$ cat config.mk
export PLATFORM = sky130hd
export DESIGN_NAME = spi_reg_slave
export DESIGN_NICKNAME = d
export VERILOG_FILES = /design/src/rtl/spi_reg_pkg.sv /design/src/rtl/spi_sync_edge.sv /design/src/rtl/spi_reg_slave.sv
export SDC_FILE = /design/constraint.sdc
export NUM_CORES = 1
export LEC_CHECK = 0
export CORE_MARGIN = 1
export CORE_UTILIZATION = 51
export DETAILED_ROUTE_END_ITERATION = 12
export PLACE_DENSITY_LB_ADDON = 0.05
export SLEW_MARGIN = 20
export SYNTH_ARGS = -nofsm -noshare
export SYNTH_HDL_FRONTEND = slang
export SYNTH_SLANG_ARGS = --single-unit
$ cat constraint.sdc
create_clock -name clk -period 2.25 [get_ports clk]
set_clock_uncertainty 0.1 [all_clocks]
set_input_delay 0.5625 -clock clk [delete_from_list [all_inputs] [get_ports clk]]
set_output_delay 0.5625 -clock clk [all_outputs]
set_load 0.05 [all_outputs]
$ cat src/rtl/spi_reg_pkg.sv
// Shared types and constants for the SPI register slave.
package spi_reg_pkg;

  typedef enum logic [1:0] {
    StIdle,
    StShift,
    StDone
  } spi_state_e;

  localparam int unsigned DefNumRegs    = 5;
  localparam int unsigned DefDataW      = 8;
  localparam int unsigned DefAddrW      = 7;
  localparam int unsigned DefSyncStages = 2;

  localparam int unsigned REG_EN_OUT_7_0  = 0;
  localparam int unsigned REG_EN_OUT_15_8 = 1;
  localparam int unsigned REG_EN_PWM_7_0  = 2;
  localparam int unsigned REG_EN_PWM_15_8 = 3;
  localparam int unsigned REG_PWM_DUTY    = 4;

  function automatic int unsigned frame_width(input int unsigned addr_w, input int unsigned data_w);
    return 1 + addr_w + data_w;
  endfunction

endpackage

$ cat src/rtl/spi_sync_edge.sv
// N-stage synchroniser for an asynchronous input with rise/fall detection on the synced level.
module spi_sync_edge #(
  parameter int unsigned Stages = 2
) (
  input  logic clk_i,
  input  logic rst_i,
  input  logic d_i,
  output logic rise_o,
  output logic fall_o
);

  logic [Stages-1:0] sync_q;
  logic              prev_q;

  always_ff @(posedge clk_i) begin
    if (rst_i) begin
      sync_q <= '0;
      prev_q <= 1'b0;
    end else begin
      sync_q <= {sync_q[Stages-2:0], d_i};
      prev_q <= sync_q[Stages-1];
    end
  end

  assign rise_o = sync_q[Stages-1] & ~prev_q;
  assign fall_o = ~sync_q[Stages-1] & prev_q;

endmodule

$ cat src/rtl/spi_reg_slave.sv
// SPI mode-0 register slave in the clk domain; read-back on cipo is enabled by
// defining SPI_REG_SLAVE_READBACK_EN.
module spi_reg_slave
  import spi_reg_pkg::*;
#(
  parameter int unsigned NUM_REGS    = DefNumRegs,
  parameter int unsigned DATA_W      = DefDataW,
  parameter int unsigned ADDR_W      = DefAddrW,
  parameter int unsigned SYNC_STAGES = DefSyncStages
) (
  input  logic                       clk,
  input  logic                       rst,
  input  logic                       sclk,
  input  logic                       copi,
  input  logic                       ncs,
  output logic                       cipo,
  output logic                       cipo_oe,
  output logic [NUM_REGS*DATA_W-1:0] regs_flat,
  output logic                       wr_strobe,
  output logic [ADDR_W-1:0]          wr_addr,
  output logic [7:0]                 err_cnt
);

  localparam int unsigned FrameW = frame_width(ADDR_W, DATA_W);
  localparam int unsigned CntW   = $clog2(FrameW + 1);
  localparam logic [CntW-1:0]   LastBit  = CntW'(FrameW - 1);
  localparam logic [ADDR_W:0]   NumRegsA = (ADDR_W + 1)'(NUM_REGS);

  logic [SYNC_STAGES-1:0] copi_sync_q, ncs_sync_q;
  logic copi_s, ncs_s, sclk_rise, sclk_fall;

  // ncs resets to its idle (deselected) level so the FSM cannot start a phantom frame
  always_ff @(posedge clk) begin
    if (rst) begin
      copi_sync_q <= '0;
      ncs_sync_q  <= '1;
    end else begin
      copi_sync_q <= {copi_sync_q[SYNC_STAGES-2:0], copi};
      ncs_sync_q  <= {ncs_sync_q[SYNC_STAGES-2:0], ncs};
    end
  end

  assign copi_s = copi_sync_q[SYNC_STAGES-1];
  assign ncs_s  = ncs_sync_q[SYNC_STAGES-1];

  spi_sync_edge #(
    .Stages(SYNC_STAGES)
  ) u_sclk_sync (
    .clk_i (clk),
    .rst_i (rst),
    .d_i   (sclk),
    .rise_o(sclk_rise),
    .fall_o(sclk_fall)
  );

  spi_state_e                 state_q;
  logic [CntW-1:0]            cnt_q;
  logic [FrameW-2:0]          sr_q;
  logic [NUM_REGS*DATA_W-1:0] regs_q, regs_wr;
  logic                       wr_strobe_q;
  logic [ADDR_W-1:0]          wr_addr_q;
  logic [7:0]                 err_cnt_q;

  logic [FrameW-1:0] frame;
  logic [ADDR_W-1:0] wr_addr_c;
  logic [DATA_W-1:0] wr_data;
  logic              wr_hit;

  // Full frame as it would stand once the current copi bit is captured
  always_comb begin
    frame     = {sr_q, copi_s};
    wr_addr_c = frame[FrameW-2 -: ADDR_W];
    wr_data   = frame[DATA_W-1:0];
    wr_hit    = frame[FrameW-1] && ({1'b0, wr_addr_c} < NumRegsA);
    regs_wr   = regs_q;
    for (int i = 0; i < NUM_REGS; i++) begin
      if (wr_addr_c == ADDR_W'(i)) regs_wr[i*DATA_W +: DATA_W] = wr_data;
    end
  end

  always_ff @(posedge clk) begin
    if (rst) begin
      state_q     <= StIdle;
      cnt_q       <= '0;
      sr_q        <= '0;
      regs_q      <= '0;
      wr_strobe_q <= 1'b0;
      wr_addr_q   <= '0;
      err_cnt_q   <= '0;
    end else begin
      wr_strobe_q <= 1'b0;
      unique case (state_q)
        StIdle: begin
          if (!ncs_s) begin
            state_q <= StShift;
            cnt_q   <= '0;
          end
        end
        StShift: begin
          if (ncs_s) begin
            if (cnt_q != '0 && err_cnt_q != 8'hFF) err_cnt_q <= err_cnt_q + 8'd1;
            state_q <= StIdle;
          end else if (sclk_rise) begin
            sr_q  <= frame[FrameW-2:0];
            cnt_q <= cnt_q + CntW'(1);
            if (cnt_q == LastBit) begin
              state_q <= StDone;
              if (wr_hit) begin
                regs_q      <= regs_wr;
                wr_strobe_q <= 1'b1;
                wr_addr_q   <= wr_addr_c;
              end
            end
          end
        end
        StDone: begin
          if (ncs_s) state_q <= StIdle;
        end
        default: state_q <= StIdle;
      endcase
    end
  end

  assign regs_flat = regs_q;
  assign wr_strobe = wr_strobe_q;
  assign wr_addr   = wr_addr_q;
  assign err_cnt   = err_cnt_q;

`ifdef SPI_REG_SLAVE_READBACK_EN
  localparam logic [CntW-1:0] AddrEnd   = CntW'(ADDR_W);
  localparam logic [CntW-1:0] DataStart = CntW'(ADDR_W + 1);

  logic              rd_rw;
  logic [ADDR_W-1:0] rd_addr;
  logic [DATA_W-1:0] rd_data;
  logic [DATA_W-1:0] out_q;
  logic              oe_q;

  always_comb begin
    rd_rw   = sr_q[ADDR_W-1];
    rd_addr = {sr_q[ADDR_W-2:0], copi_s};
    rd_data = '0;
    for (int i = 0; i < NUM_REGS; i++) begin
      if (rd_addr == ADDR_W'(i)) rd_data = regs_q[i*DATA_W +: DATA_W];
    end
  end

  // The fall right after the load must not shift: the MSB is sampled on the next rise
  always_ff @(posedge clk) begin
    if (rst) begin
      out_q <= '0;
      oe_q  <= 1'b0;
    end else if (ncs_s) begin
      out_q <= '0;
      oe_q  <= 1'b0;
    end else if (state_q == StShift && sclk_rise && cnt_q == AddrEnd && !rd_rw) begin
      out_q <= rd_data;
      oe_q  <= 1'b1;
    end else if (oe_q && sclk_fall && cnt_q > DataStart) begin
      out_q <= {out_q[DATA_W-2:0], 1'b0};
    end
  end

  assign cipo    = oe_q & out_q[DATA_W-1];
  assign cipo_oe = oe_q;
`else
  logic unused_fall;
  assign unused_fall = sclk_fall;
  assign cipo        = 1'b0;
  assign cipo_oe     = 1'b0;
`endif

endmodule
==> results of run 1 <==
-- cell type report --
type	instances	area, um2
Tap cell	77	96.3
Clock buffer	11	141
Timing Repair Buffer	65	647
Fill cell	534	2180
Inverter	5	18.8
Multi-Input combinational cell	232	1570
Clock inverter	5	36.3
Sequential cell	85	1700
-- what timing repair did --
item | CTS | global route
gates cloned | 0 | 0
gates resized for setup | 2 | 5
hold endpoints to repair | 0 | 0
setup endpoints to repair | 2 | 5
-- through the flow --
stage          hold WS (ns)  setup slack [ns]  area [um2]
2_1_floorplan         0.289             0.228        3380
3_3_place_gp          0.300            0.0806        4020
3_5_place_dp          0.294           0.00722        4020
4_1_cts               0.315           0.00657        4200
5_1_grt               0.336            0.0140        4210
6_report              0.313            0.0665        4210
-- flip-flops by register name (all words and copies together), names as in the netlist --
name and cells:
ncs_sync_q 2, u_sclk_sync.prev_q 1, wr_strobe 1, copi_sync_q 2, err_cnt 8, sr_q 15, u_sclk_sync.sync_q 2, regs_flat 40
state_q 2, wr_addr 7, cnt_q 5
-- layout by cell type, fill, tap and decap left out, types with 2 or more instances in the layout --
master           synthesis  final
or4_1                    3      3
and2_1                   4      4
nand4_4                  5      5
nor2_1                  53     53
mux2_2                   2      2
nor2b_1                  8      8
o31ai_1                  3      3
inv_1                    5      5
clkdlybuf4s50_1          0     49
or2_2                    3      3
dlymetal6s2s_1           0      5
and4_1                   2      2
dfxtp_1                 85     85
a211oi_1                 4      4
a21oi_1                 22     22
xnor2_1                  2      2
mux2i_1                 43     43
o21ai_0                  3      3
and3_1                   2      2
buf_4                    3      8
clkbuf_8                 0     10
clkinvlp_4               0      3
nor4bb_1                 4      4
ha_1                     4      4
nand2_1                 35     35
nand3_1                  6      6
conb_1                   1      2
-- worst register-to-register path, delay by kind of cell (launching register included) --
kind	cells	cell delay [ns]
and+or+nand+nor	3	0.93
muxes	1	0.37
DFF	1	0.36
adders and majority gates	1	0.18
buffers and inverters	1	0.08
-- synthesized netlist by cell type (4+ instances only) --
| library cell | number |
|---|---|
| dfxtp_1 | 85 |
| nor2_1 | 53 |
| mux2i_1 | 43 |
| nand2_1 | 35 |
| a21oi_1 | 22 |
| clkbuf_1 | 10 |
| nor2b_1 | 8 |
| nand3_1 | 6 |
| inv_1 | 5 |
| nand4_4 | 5 |
| a211oi_1 | 4 |
| and2_1 | 4 |
| buf_2 | 4 |
| ha_1 | 4 |
| nor4bb_1 | 4 |
-- power breakdown --
part	leakage (nW)	internal [mW]	switching, mW	total [mW]
logic	1.08	0.0187	0.0389	0.0576
clock network	0.0815	0.431	0.527	0.958
registers	0.686	1.51	0.00591	1.51
total	1.85	1.96	0.572	2.53
-- metal layers --
metal  vias to the layer above  share of wire  routed length [um]
met4                         0          0.013                  89
met3                         6          0.043                 289
li1                       1280              -                   -
met5                         -              0                   0
met1                      1193           0.48                3220
met2                        52           0.46                3100
-- how the worst max path moves through the flow --
stage	endpoint	slack (ns)	cells past startpoint
2_1_floorplan	err_cnt[5]	0.23	5
3_3_place_gp	regs_flat[30]	0.08	7
3_5_place_dp	regs_flat[29]	0.007	7
4_1_cts	err_cnt[7]	0.007	1
5_1_grt	regs_flat[36]	0.01	1
6_report	regs_flat[23]	0.07	1
-- kinds of logic after synthesis --
family,count (synthesis)
xor+xnor,3
mux,45
flops,85
simple gates,140
buf+inv,23
compound gates,38
fa+ha+maj,4
other cells,1
==> run_results.csv, run 1 <==
group,metric,value,unit
status,outcome,"completed",
worst_setup_path,start_kind,"register",
clocking,root_buffer,"clkbuf_8",
placement,hpwl,4.51,mm
worst_setup_path,r2r-start,"cnt_q[0]",
clocking,numCtsBuffers,9,
sta,fin_tns_setup,0,ns
die,fp.dieArea,6950,um2
worst_setup_path,crit_family,"buffers and inverters",
clocking,cts_hold_buf,0,
global_route,grt_use_met3,0.0646,
die,initial_utilization,0.528,
global_route,grt_util_met2,0.323,
hold_path,min_from,"ncs_sync_q[0]",
run,maxCapViolCount,0,
worst_setup_path,r2r_end,"err_cnt[5]",
logic_synthesis,synthMuxAreaShare,0.134,
global_route,grt.busiest_layer,"met2",
clocking,insertion_delay,0.35,ns
routing,drt_iter0_drc,82,
worst_setup_path,slowest_delay,0.81,ns
final_layout,fin_cells,480,
die,boundaryPins,63,
sta,grt_setup_unrepaired,"no",
sta,setup_viol,0,
worst_setup_path,worst_path_max_delay_cell,"clkdlybuf4s50_1",
routing,vias_per_cell,5.27,
logic_synthesis,synth_area_leaders,"dfxtp_1, mux2i_1, nor2_1",
logic_synthesis,synth_top_area_cell,"dfxtp_1",
logic_synthesis,postSynthCellCount,339,
clocking,clk_pin_slew,0.08,ns
worst_setup_path,cp-end-kind,"primary output",
routing,drtAntennaViolNets,0,
global_route,grt_max_degree,42,
logic_synthesis,synth_compound_area_frac,0.0667,
hold_path,holdPathEnd,"ncs_sync_q[1]",
logic_synthesis,synth-xor-area-share,0.00779,
sta,worst_pin_slew,0.612,ns
final_layout,final_core_util,0.659,
logic_synthesis,yosys_warnings,0,
sta,timing.fmax,0.458,GHz
worst_setup_path,critical_path_arrival,1.52,ns
die,coreArea,6390,um2
logic_synthesis,synth.distinct_cells,48,
die,dieHeight,83.3,um
logic_synthesis,synth_top_area_share,0.504,
placement,io_buffers,60,
pwr,vdd_ir_drop_max,503,uV
final_layout,diodes,0,
global_route,first_global_vias,2370,
pwr,leakagePower,1.85,nW
logic_synthesis,async_reset_ff_frac,0,
logic_synthesis,synth-seq-area-share,0.504,
sta,finalCriticalPeriod,2.18,ns
logic_synthesis,synth_ff_type,"dfxtp_1",
worst_setup_path,path_max_fanout,2,
die,die_w,83.3,um
logic_synthesis,synth_top_family_by_area,"simple AND/OR/NAND/NOR gates",
global_route,grt_pass1_wl,11.4,mm
worst_setup_path,setup.worst_path.start,"regs_flat[23]",
routing,first_pass_iters,4,
final_layout,drive_gt1_frac,0.104,
clocking,post_cts_buffers,0,
worst_setup_path,r2r_slack,0.13,ns
placement,gp_congestion,0.764,
worst_setup_path,crit_chain,"clkdlybuf4s50_1",
worst_setup_path,path_buf_inv,1,
clocking,htree_levels,3,
routing,wire_per_inst,13.9,um
sta,hold_violations,0,
hold_path,hp-class,"register to register",
worst_setup_path,rr_worst_depth,6,
global_route,overflow,0,
placement,dp_cells,464,
global_route,grt_use_met1,0.266,
final_layout,synthToLayoutAreaGrowth,24.7,%
routing,vias,2531,
clocking,clk_path_buf_depth,2,
pwr,power,2.53,mW
final_layout,layout.nets,407,
logic_synthesis,syn_area,3370,um2
logic_synthesis,yosys.area_share.simple,0.238,
global_route,antenna_found_initial,0,
routing,route.detailed.drc,0,
hold_path,min_path_cells,1,
die,rows,29,
logic_synthesis,synth_seq_cells,85,
logic_synthesis,synth_edf_count,0,
routing,wl,6.69,mm
sta,slew_headroom,0.591,
worst_setup_path,critPathKind,"register to primary output",
logic_synthesis,synthAdderAreaFrac,0.0148,
global_route,track_usage,0.206,
clocking,clock_sinks,85,
pwr,powerDensity,601,nW/um2
logic_synthesis,syn_avg_cell_area,9.95,um2
sta,post-route-period-util,0.970,
clocking,cts_tree,"built",
sta,drv_slew,0,
worst_setup_path,cp_data_required_time,1.59,ns
Power figures use the tool's default switching activity.
==> inputs of run 2 (changes only) <==
--- a/config.mk
+++ b/config.mk
@@ -5,6 +5,7 @@
 export SDC_FILE = /design/constraint.sdc
 export NUM_CORES = 1
 export LEC_CHECK = 0
+export CAP_MARGIN = 20
 export CORE_MARGIN = 1
 export CORE_UTILIZATION = 51
 export DETAILED_ROUTE_END_ITERATION = 12
==> results of run 2 <==
No change in the layout: final DEF, timing and power equal those of run 1.
